### src/rtl/arcade_input_pkg.sv
// Shared constants and types for the arcade input mapper.
// The joystick word layout is fixed for bits 0..4. The start, start-2P and
// coin bits move up as the button count grows.
package arcade_input_pkg;

    // Fixed bit positions inside a 16-bit hps_io joystick word
    localparam int JB_RIGHT = 0;
    localparam int JB_LEFT  = 1;
    localparam int JB_DOWN  = 2;
    localparam int JB_UP    = 3;
    localparam int JB_BTN0  = 4;

    // Start bit position for a given button count.
    // Start-2P sits at +1 and coin sits at +2.
    function automatic int jb_start(input int nb);
        return JB_BTN0 + nb;
    endfunction

    // Coin pulse shaper states
    typedef enum logic [1:0] {
        IDLE  = 2'd0,
        PULSE = 2'd1,
        GAP   = 2'd2
    } coin_state_t;

endpackage

### src/rtl/arcade_coin_shaper.sv
// Single-player coin pulse shaper.
// A rising edge of src produces one active-low pulse of COIN_PULSE cycles.
// A lockout gap of COIN_GAP cycles follows the pulse. A COIN_GAP of 0 still
// holds the lockout for one cycle. Edge detection is registered, so there is
// one cycle between src and the state change.
module arcade_coin_shaper
    import arcade_input_pkg::*;
#(
    parameter logic [15:0] COIN_PULSE = 16'd4096,
    parameter logic [15:0] COIN_GAP   = 16'd8192
) (
    input  logic clk_sys,
    input  logic reset,
    input  logic src,
    output logic coin_n
);

    // Terminal counts. A zero length collapses to a single cycle.
    localparam logic [15:0] PULSE_LAST = (COIN_PULSE == 16'd0) ? 16'd0 : COIN_PULSE - 16'd1;
    localparam logic [15:0] GAP_LAST   = (COIN_GAP == 16'd0)   ? 16'd0 : COIN_GAP - 16'd1;

    coin_state_t state_reg, state_next;
    logic [15:0] cnt_reg, cnt_next;
    logic        prev_reg;
    logic        rise_reg;
    logic        coin_n_reg;

    // Registered edge detector. prev resets high, so a coin held through
    // reset never looks like a fresh insertion.
    always_ff @(posedge clk_sys) begin
        if (reset) begin
            prev_reg <= 1'b1;
            rise_reg <= 1'b0;
        end else begin
            prev_reg <= src;
            rise_reg <= src & ~prev_reg;
        end
    end

    // State, counter and output register
    always_ff @(posedge clk_sys) begin
        if (reset) begin
            state_reg  <= IDLE;
            cnt_reg    <= 16'd0;
            coin_n_reg <= 1'b1;
        end else begin
            state_reg  <= state_next;
            cnt_reg    <= cnt_next;
            coin_n_reg <= (state_next != PULSE);
        end
    end

    // Next-state logic: IDLE -> PULSE on an edge, PULSE -> GAP -> IDLE on terminal counts.
    // Edges seen during GAP are dropped.
    always_comb begin
        state_next = state_reg;
        cnt_next   = cnt_reg;
        case (state_reg)
            IDLE: begin
                if (rise_reg) begin
                    state_next = PULSE;
                    cnt_next   = 16'd0;
                end
            end
            PULSE: begin
                if (cnt_reg == PULSE_LAST) begin
                    state_next = GAP;
                    cnt_next   = 16'd0;
                end else begin
                    cnt_next = cnt_reg + 16'd1;
                end
            end
            GAP: begin
                if (cnt_reg == GAP_LAST) begin
                    state_next = IDLE;
                    cnt_next   = 16'd0;
                end else begin
                    cnt_next = cnt_reg + 16'd1;
                end
            end
            default: begin
                state_next = IDLE;
                cnt_next   = 16'd0;
            end
        endcase
    end

    assign coin_n = coin_n_reg;

endmodule

### src/rtl/arcade_input_mapper.sv
// Maps hps_io joystick words onto an arcade core's active-low player inputs.
// There are N players with M buttons each.
// - Shared mode ORs all sticks together onto every player.
// - Independent mode routes stick p to player p.
// Coins are pulse-shaped per player. Buttons can autofire in step with vblank.
module arcade_input_mapper
    import arcade_input_pkg::*;
#(
    parameter int          NUM_PLAYERS = 2,
    parameter int          NUM_BUTTONS = 2,
    parameter logic [15:0] COIN_PULSE  = 16'd4096,
    parameter logic [15:0] COIN_GAP    = 16'd8192,
    parameter int          AF_FRAMES   = 4
) (
    input  logic                               clk_sys,
    input  logic                               reset,
    input  logic [16*NUM_PLAYERS-1:0]          joy_in,
    input  logic                               share,
    input  logic [NUM_BUTTONS-1:0]             af_en,
    input  logic                               vblank,
    output logic [NUM_PLAYERS-1:0]             up_n,
    output logic [NUM_PLAYERS-1:0]             down_n,
    output logic [NUM_PLAYERS-1:0]             left_n,
    output logic [NUM_PLAYERS-1:0]             right_n,
    output logic [NUM_PLAYERS*NUM_BUTTONS-1:0] btn_n,
    output logic [NUM_PLAYERS-1:0]             start_n,
    output logic [NUM_PLAYERS-1:0]             coin_n
);

    localparam int JB_S     = jb_start(NUM_BUTTONS);
    localparam int JB_S2    = JB_S + 1;
    localparam int JB_COIN  = JB_S + 2;
    localparam logic [3:0] AF_LAST = (AF_FRAMES > 1) ? 4'(AF_FRAMES - 1) : 4'd0;

    // Stage 0 input registers
    logic [16*NUM_PLAYERS-1:0] joy_s0_reg;
    logic                      share_s0_reg;
    logic                      vblank_s0_reg;
    logic                      vblank_prev_reg;

    // Autofire frame counter and phase
    logic [3:0] af_cnt_reg;
    logic       af_phase_reg;
    logic       frame_tick;

    logic [15:0] joy_or;

    // Stage 0 capture. These are plain pipeline registers and are not reset.
    // They keep tracking the inputs during reset, so a coin held through
    // reset stays high and is never mistaken for a new press.
    always_ff @(posedge clk_sys) begin
        joy_s0_reg      <= joy_in;
        share_s0_reg    <= share;
        vblank_s0_reg   <= vblank;
        vblank_prev_reg <= vblank_s0_reg;
    end

    // OR of every stick. Used by shared mode, start-2P and the shared coin.
    always_comb begin
        joy_or = 16'd0;
        for (int p = 0; p < NUM_PLAYERS; p++) begin
            joy_or = joy_or | joy_s0_reg[16*p +: 16];
        end
    end

    assign frame_tick = vblank_s0_reg & ~vblank_prev_reg;

    // Autofire timebase. The phase flips every AF_FRAMES frame ticks and
    // starts in the firing half after reset.
    always_ff @(posedge clk_sys) begin
        if (reset) begin
            af_cnt_reg   <= 4'd0;
            af_phase_reg <= 1'b1;
        end else if (frame_tick) begin
            if (af_cnt_reg == AF_LAST) begin
                af_cnt_reg   <= 4'd0;
                af_phase_reg <= ~af_phase_reg;
            end else begin
                af_cnt_reg <= af_cnt_reg + 4'd1;
            end
        end
    end

    genvar gi;
    generate
        for (gi = 0; gi < NUM_PLAYERS; gi++) begin : g_player
            logic [15:0]            eff;
            logic                   start_act;
            logic                   coin_src;
            logic                   unused_eff;
            logic                   right_reg, left_reg, down_reg, up_reg, start_reg;
            logic [NUM_BUTTONS-1:0] btn_reg, btn_next;

            assign eff = share_s0_reg ? joy_or : joy_s0_reg[16*gi +: 16];

            // Player 1 also answers the start-2P bit of any stick
            if (gi == 1) begin : g_start_p1
                assign start_act = eff[JB_S] | joy_or[JB_S2];
            end else begin : g_start_pn
                assign start_act = eff[JB_S];
            end

            // In shared mode only player 0 sees coins. It takes them from any stick.
            if (gi == 0) begin : g_coin_p0
                assign coin_src = share_s0_reg ? joy_or[JB_COIN] : eff[JB_COIN];
            end else begin : g_coin_pn
                assign coin_src = share_s0_reg ? 1'b0 : eff[JB_COIN];
            end

            // Upper joystick bits have no function at small button counts
            assign unused_eff = ^eff;

            // Buttons: an autofire-enabled button only reports pressed in the firing phase
            always_comb begin
                btn_next = '1;
                for (int b = 0; b < NUM_BUTTONS; b++) begin
                    btn_next[b] = ~(eff[JB_BTN0 + b] & (~af_en[b] | af_phase_reg));
                end
            end

            // Registered active-low player outputs
            always_ff @(posedge clk_sys) begin
                if (reset) begin
                    right_reg <= 1'b1;
                    left_reg  <= 1'b1;
                    down_reg  <= 1'b1;
                    up_reg    <= 1'b1;
                    start_reg <= 1'b1;
                    btn_reg   <= '1;
                end else begin
                    right_reg <= ~eff[JB_RIGHT];
                    left_reg  <= ~eff[JB_LEFT];
                    down_reg  <= ~eff[JB_DOWN];
                    up_reg    <= ~eff[JB_UP];
                    start_reg <= ~start_act;
                    btn_reg   <= btn_next;
                end
            end

            assign right_n[gi] = right_reg;
            assign left_n[gi]  = left_reg;
            assign down_n[gi]  = down_reg;
            assign up_n[gi]    = up_reg;
            assign start_n[gi] = start_reg;
            assign btn_n[gi*NUM_BUTTONS +: NUM_BUTTONS] = btn_reg;

            arcade_coin_shaper #(
                .COIN_PULSE (COIN_PULSE),
                .COIN_GAP   (COIN_GAP)
            ) u_coin (
                .clk_sys (clk_sys),
                .reset   (reset),
                .src     (coin_src),
                .coin_n  (coin_n[gi])
            );
        end
    endgenerate

endmodule

### config.mk
export PLATFORM = sky130hd
export DESIGN_NAME = arcade_input_mapper
export DESIGN_NICKNAME = d
export VERILOG_FILES = /design/src/rtl/arcade_input_pkg.sv /design/src/rtl/arcade_coin_shaper.sv /design/src/rtl/arcade_input_mapper.sv
export SDC_FILE = /design/constraint.sdc
export NUM_CORES = 1
export LEC_CHECK = 0
export BUFFER_PORTS_ARGS = -buffer_cell sky130_fd_sc_hd__buf_2
export CORE_MARGIN = 3
export CORE_UTILIZATION = 50
export CTS_CLUSTER_SIZE = 28
export DETAILED_ROUTE_END_ITERATION = 7
export PLACE_DENSITY = 0.75
export SYNTH_ARGS = -nofsm -noshare
export SYNTH_HDL_FRONTEND = slang
export SYNTH_HIERARCHICAL = 1
export SYNTH_SLANG_ARGS = --single-unit
### constraint.sdc
create_clock -name clk_sys -period 2 [get_ports clk_sys]
set_input_delay 0.1 -clock clk_sys [delete_from_list [all_inputs] [get_ports clk_sys]]
set_output_delay 0.1 -clock clk_sys [all_outputs]
set_load 0.02 [all_outputs]
==> metrics.md <==
| Metric | Value |
|---|---|
| Kind of start point of the critical path | `flip-flop` |
| CP max-delay cell | `or4_4` |
| CTS tree | `yes` |
| GR Util All Layers | `0.204` |
| Total grt overflow | `0` |
| First-pass GRT wire length | `12500 µm` |
| Failing checks | `negative setup slack` |
| CP arrival | `2330 ps` |
| Largest family of logic cells by synthesized area | `simple AND/OR/NAND/NOR gates` |
| EDFF count, synth | `0` |
| Number of cells on the critical path | `7` |
| Yosys warnings | `6` |
| Initial Util | `0.523` |
| DR iter-0 viols | `119` |
| Die Ht | `roughly 88 µm` |
| Final ANT Viol Nets | `0` |
| Multiplexer share of the synthesized area | `0.00592` |
| Synth Area in Adders | `0.0407` |
| Hold path cells | `2` |
| Clock-pin slew of the registers on the worst-case setup and hold paths | `100 ps` |
| Status | `complete, but fails checks` |
| Vias in the first global route | `2876` |
| Post-Place Cell Area | `between 3000 and 4000 µm²` |
| Synth area leaders | `dfxtp_1 (49%), ha_1 (4.1%), a21oi_1 (3.1%)` |
| Antenna diodes | `0` |
| Leading cell types in the layout, fill and taps excluded | `dfxtp_1 (78), buf_4 (39), buf_2 (39)` |
| Final Skew | `14.4 ps` |
| Layout cells sized above 1 | `0.328` |
| Layout Area Growth over Synthesis | `31.2%` |
| Total power | `~0.0031 W` |
| Clk buf depth | `2` |
| Design area | `between 4000 and 5000 µm²` |
| Fin Setup TNS | `-1010 ps` |
| Lkg Pwr | `between 1.5 and 2 nW` |
| Fin crit share | `1.06` |
| Final setup viols | `22` |
| Inserted Clock Buffers | `9` |
| Pins Over Slew Limit | `0` |
| Slew at the pin closest to its max-slew limit | `624 ps` |
| Fraction of registers with async set or reset after synthesis | `0` |
| Largest register FFs | `32` |
| Number of vias per cell | `~5.4` |
| Die width | `88.2 µm` |
| Synth area leader | `dfxtp_1` |
| Hold Crit Start | `reset` |
| Final Hold Viols | `0` |
| Synth unique cells | `47` |
| Post-synthesis average cell area | `about 9.8 µm²` |
| Simple-Gate Fraction of Synth Area | `0.222` |
| Worst skew pair latency | `350 ps` |
| CP top delay family | `simple AND/OR/NAND/NOR gates` |
| Main synth FF type | `dfxtp_1` |
| Post-Synth XOR/XNOR Area | `0.0466` |
| Maximum vdd drop | `518 µV` |
| Via count | `2811` |
| #FFs+latches synth | `roughly 80` |
| Core region area | `approximately 6500 µm²` |
| Crit path capture type | `flip-flop` |
| Die area | `7780 µm²` |
| Global placer's final weighted congestion | `about 0.82` |
| Detailed Route WL | `roughly 7600 µm` |
| Syn Nets | `roughly 400` |
| Min-Delay Path Class | `in2reg` |
| Final Worst Setup Slack | `-114 ps` |
| Minimum clock period | `2110 ps` |
| Slew margin rel. | `0.584` |
| CP max stage delay | `approximately 450 ps` |
| H-tree depth | `3` |
| DP HPWL | `4800 µm` |
| Worst Hold Slack | `~280 ps` |
| RSZ-0062 raised after global routing | `yes` |
| Io pins | `54` |
| Post-synthesis cell count | `around 350` |
| Power density over the cells | `705 nW/µm²` |
| Yosys top cell area share | `0.486` |
| Synth Area in Compound Gates | `0.148` |
| Buffers & Inverters on Critical Path | `0` |
| WS Path Type | `reg2reg` |
| Max Fclk | `473 MHz` |
| Final nets | `between 400 and 500` |
| Clk Tree Root Cell | `clkbuf_8` |
| Clock sink total | `between 80 and 90` |
| Required time of the critical path | `roughly 2200 ps` |
| Drt first pass iters | `4` |
| Row cnt | `29` |
| Total DRC errors in the routed layout | `0` |
| CP Max Fanout | `5` |
| Avg WL per Cell | `14.5 µm` |
| Largest net degree at the start of global routing | `33` |
| Initial antenna violation count | `0` |
| Most common cell after layout, fill and taps aside | `dfxtp_1` |
| Pre-CTS setup slack | `-141 ps` |
| FF-to-FF End | `g_player[0].u_coin/coin_n` |
| Reg2Reg Setup Slack | `-110 ps` |
| Mapped cell area | `3380 µm²` |
| R2R depth | `7` |
| RR Startpoint | `g_player[0].u_coin/cnt_reg[0]` |
| WHS Endpoint | `g_player[0].u_coin/cnt_reg[0]` |
| I/O Buffers | `39` |
| Seq/Total Area, Yosys | `0.486` |
| CP Cell Sequence | `ha_4, nand3_2, or4_4, o31a_4, or3_4, a21oi_4, o311ai_1` |
| # Max-Cap Violations | `0` |
## synth_stat cells, drive strengths merged, types with 3 or more instances
cell type and n:
a21o 13, a21oi 23, and3 4, and4 4, buf 13, clkbuf 7
dfxtp 82, ha 11, inv 13, nand2 23, nand2b 3, nand3 11
nand4 6, nor2 26, nor2b 5, nor3 11, nor4 6, nor4b 6
o2111ai 4, o21ai 6, o22ai 6, o31a 6, or2 12, or3 5
or3b 3, xnor2 6, xor2 12
## area by class of cell
cell class                 count  area (µm²)
fill                         452        2020
multi-input combinational    232        1700
sequential                    82        1650
timing repair buffer         102         739
clock buffer                   9         124
tap                           77        96.3
clock inverter                 7        81.3
inverter                      13        48.8
## how the worst max path moves through the flow
stage,startpoint,to,slack (ps)
after floorplan,g_player[0].u_coin/cnt_reg[0],g_player[0].u_coin/coin_n,-20
after global placement,g_player[1].u_coin/cnt_reg[0],g_player[1].u_coin/cnt_reg[9],-80
after detailed placement,g_player[0].u_coin/cnt_reg[0],g_player[0].u_coin/cnt_reg[10],-140
after CTS,g_player[0].u_coin/cnt_reg[0],g_player[0].u_coin/coin_n,-100
after global routing,g_player[0].u_coin/cnt_reg[0],g_player[0].u_coin/coin_n,-160
final,g_player[0].u_coin/cnt_reg[0],g_player[0].u_coin/coin_n,-110
## stage by stage
step / util / std cells
after CTS: 0.672 / 519
after global placement: 0.602 / 479
after floorplan: - / 346
final: 0.687 / 522
after global routing: 0.687 / 522
after detailed placement: 0.602 / 479
## layer usage
layer,GRT usage,wire (µm),part of all wire
met3,0.0568,202,0.027
met5,0,0,0
met1,0.224,3240,0.43
met4,0.0879,149,0.020
met2,0.367,4000,0.53
## where the power goes
part	switching [W]	internal, W
clock	0.000675	0.000498
combinational	0.000124	0.000124
sequential	0.0000257	0.00168
total	0.000825	0.00230
## kinds of logic (layout without fill, tap and decap cells)
| logic type | count (synthesis) | in the layout |
|---|---|---|
| multiplexers | 2 | 2 |
| XOR/XNOR | 18 | 18 |
| buffers and inverters | 33 | 131 |
| flip-flops | 82 | 82 |
| AO/OA/AOI/OAI | 67 | 68 |
| adder cells (fa/ha/maj) | 11 | 11 |
| AND/OR/NAND/NOR | 133 | 133 |
## what timing repair did
action	CTS	global route
gates resized for setup	5	13
endpoints found under the hold margin	24	0
buffers inserted	2	2
pin swaps	15	8
endpoints found under the setup margin	30	31
gates cloned	0	1
hold buffers	22	0
Note: power is estimated with default switching activity, not from simulation.
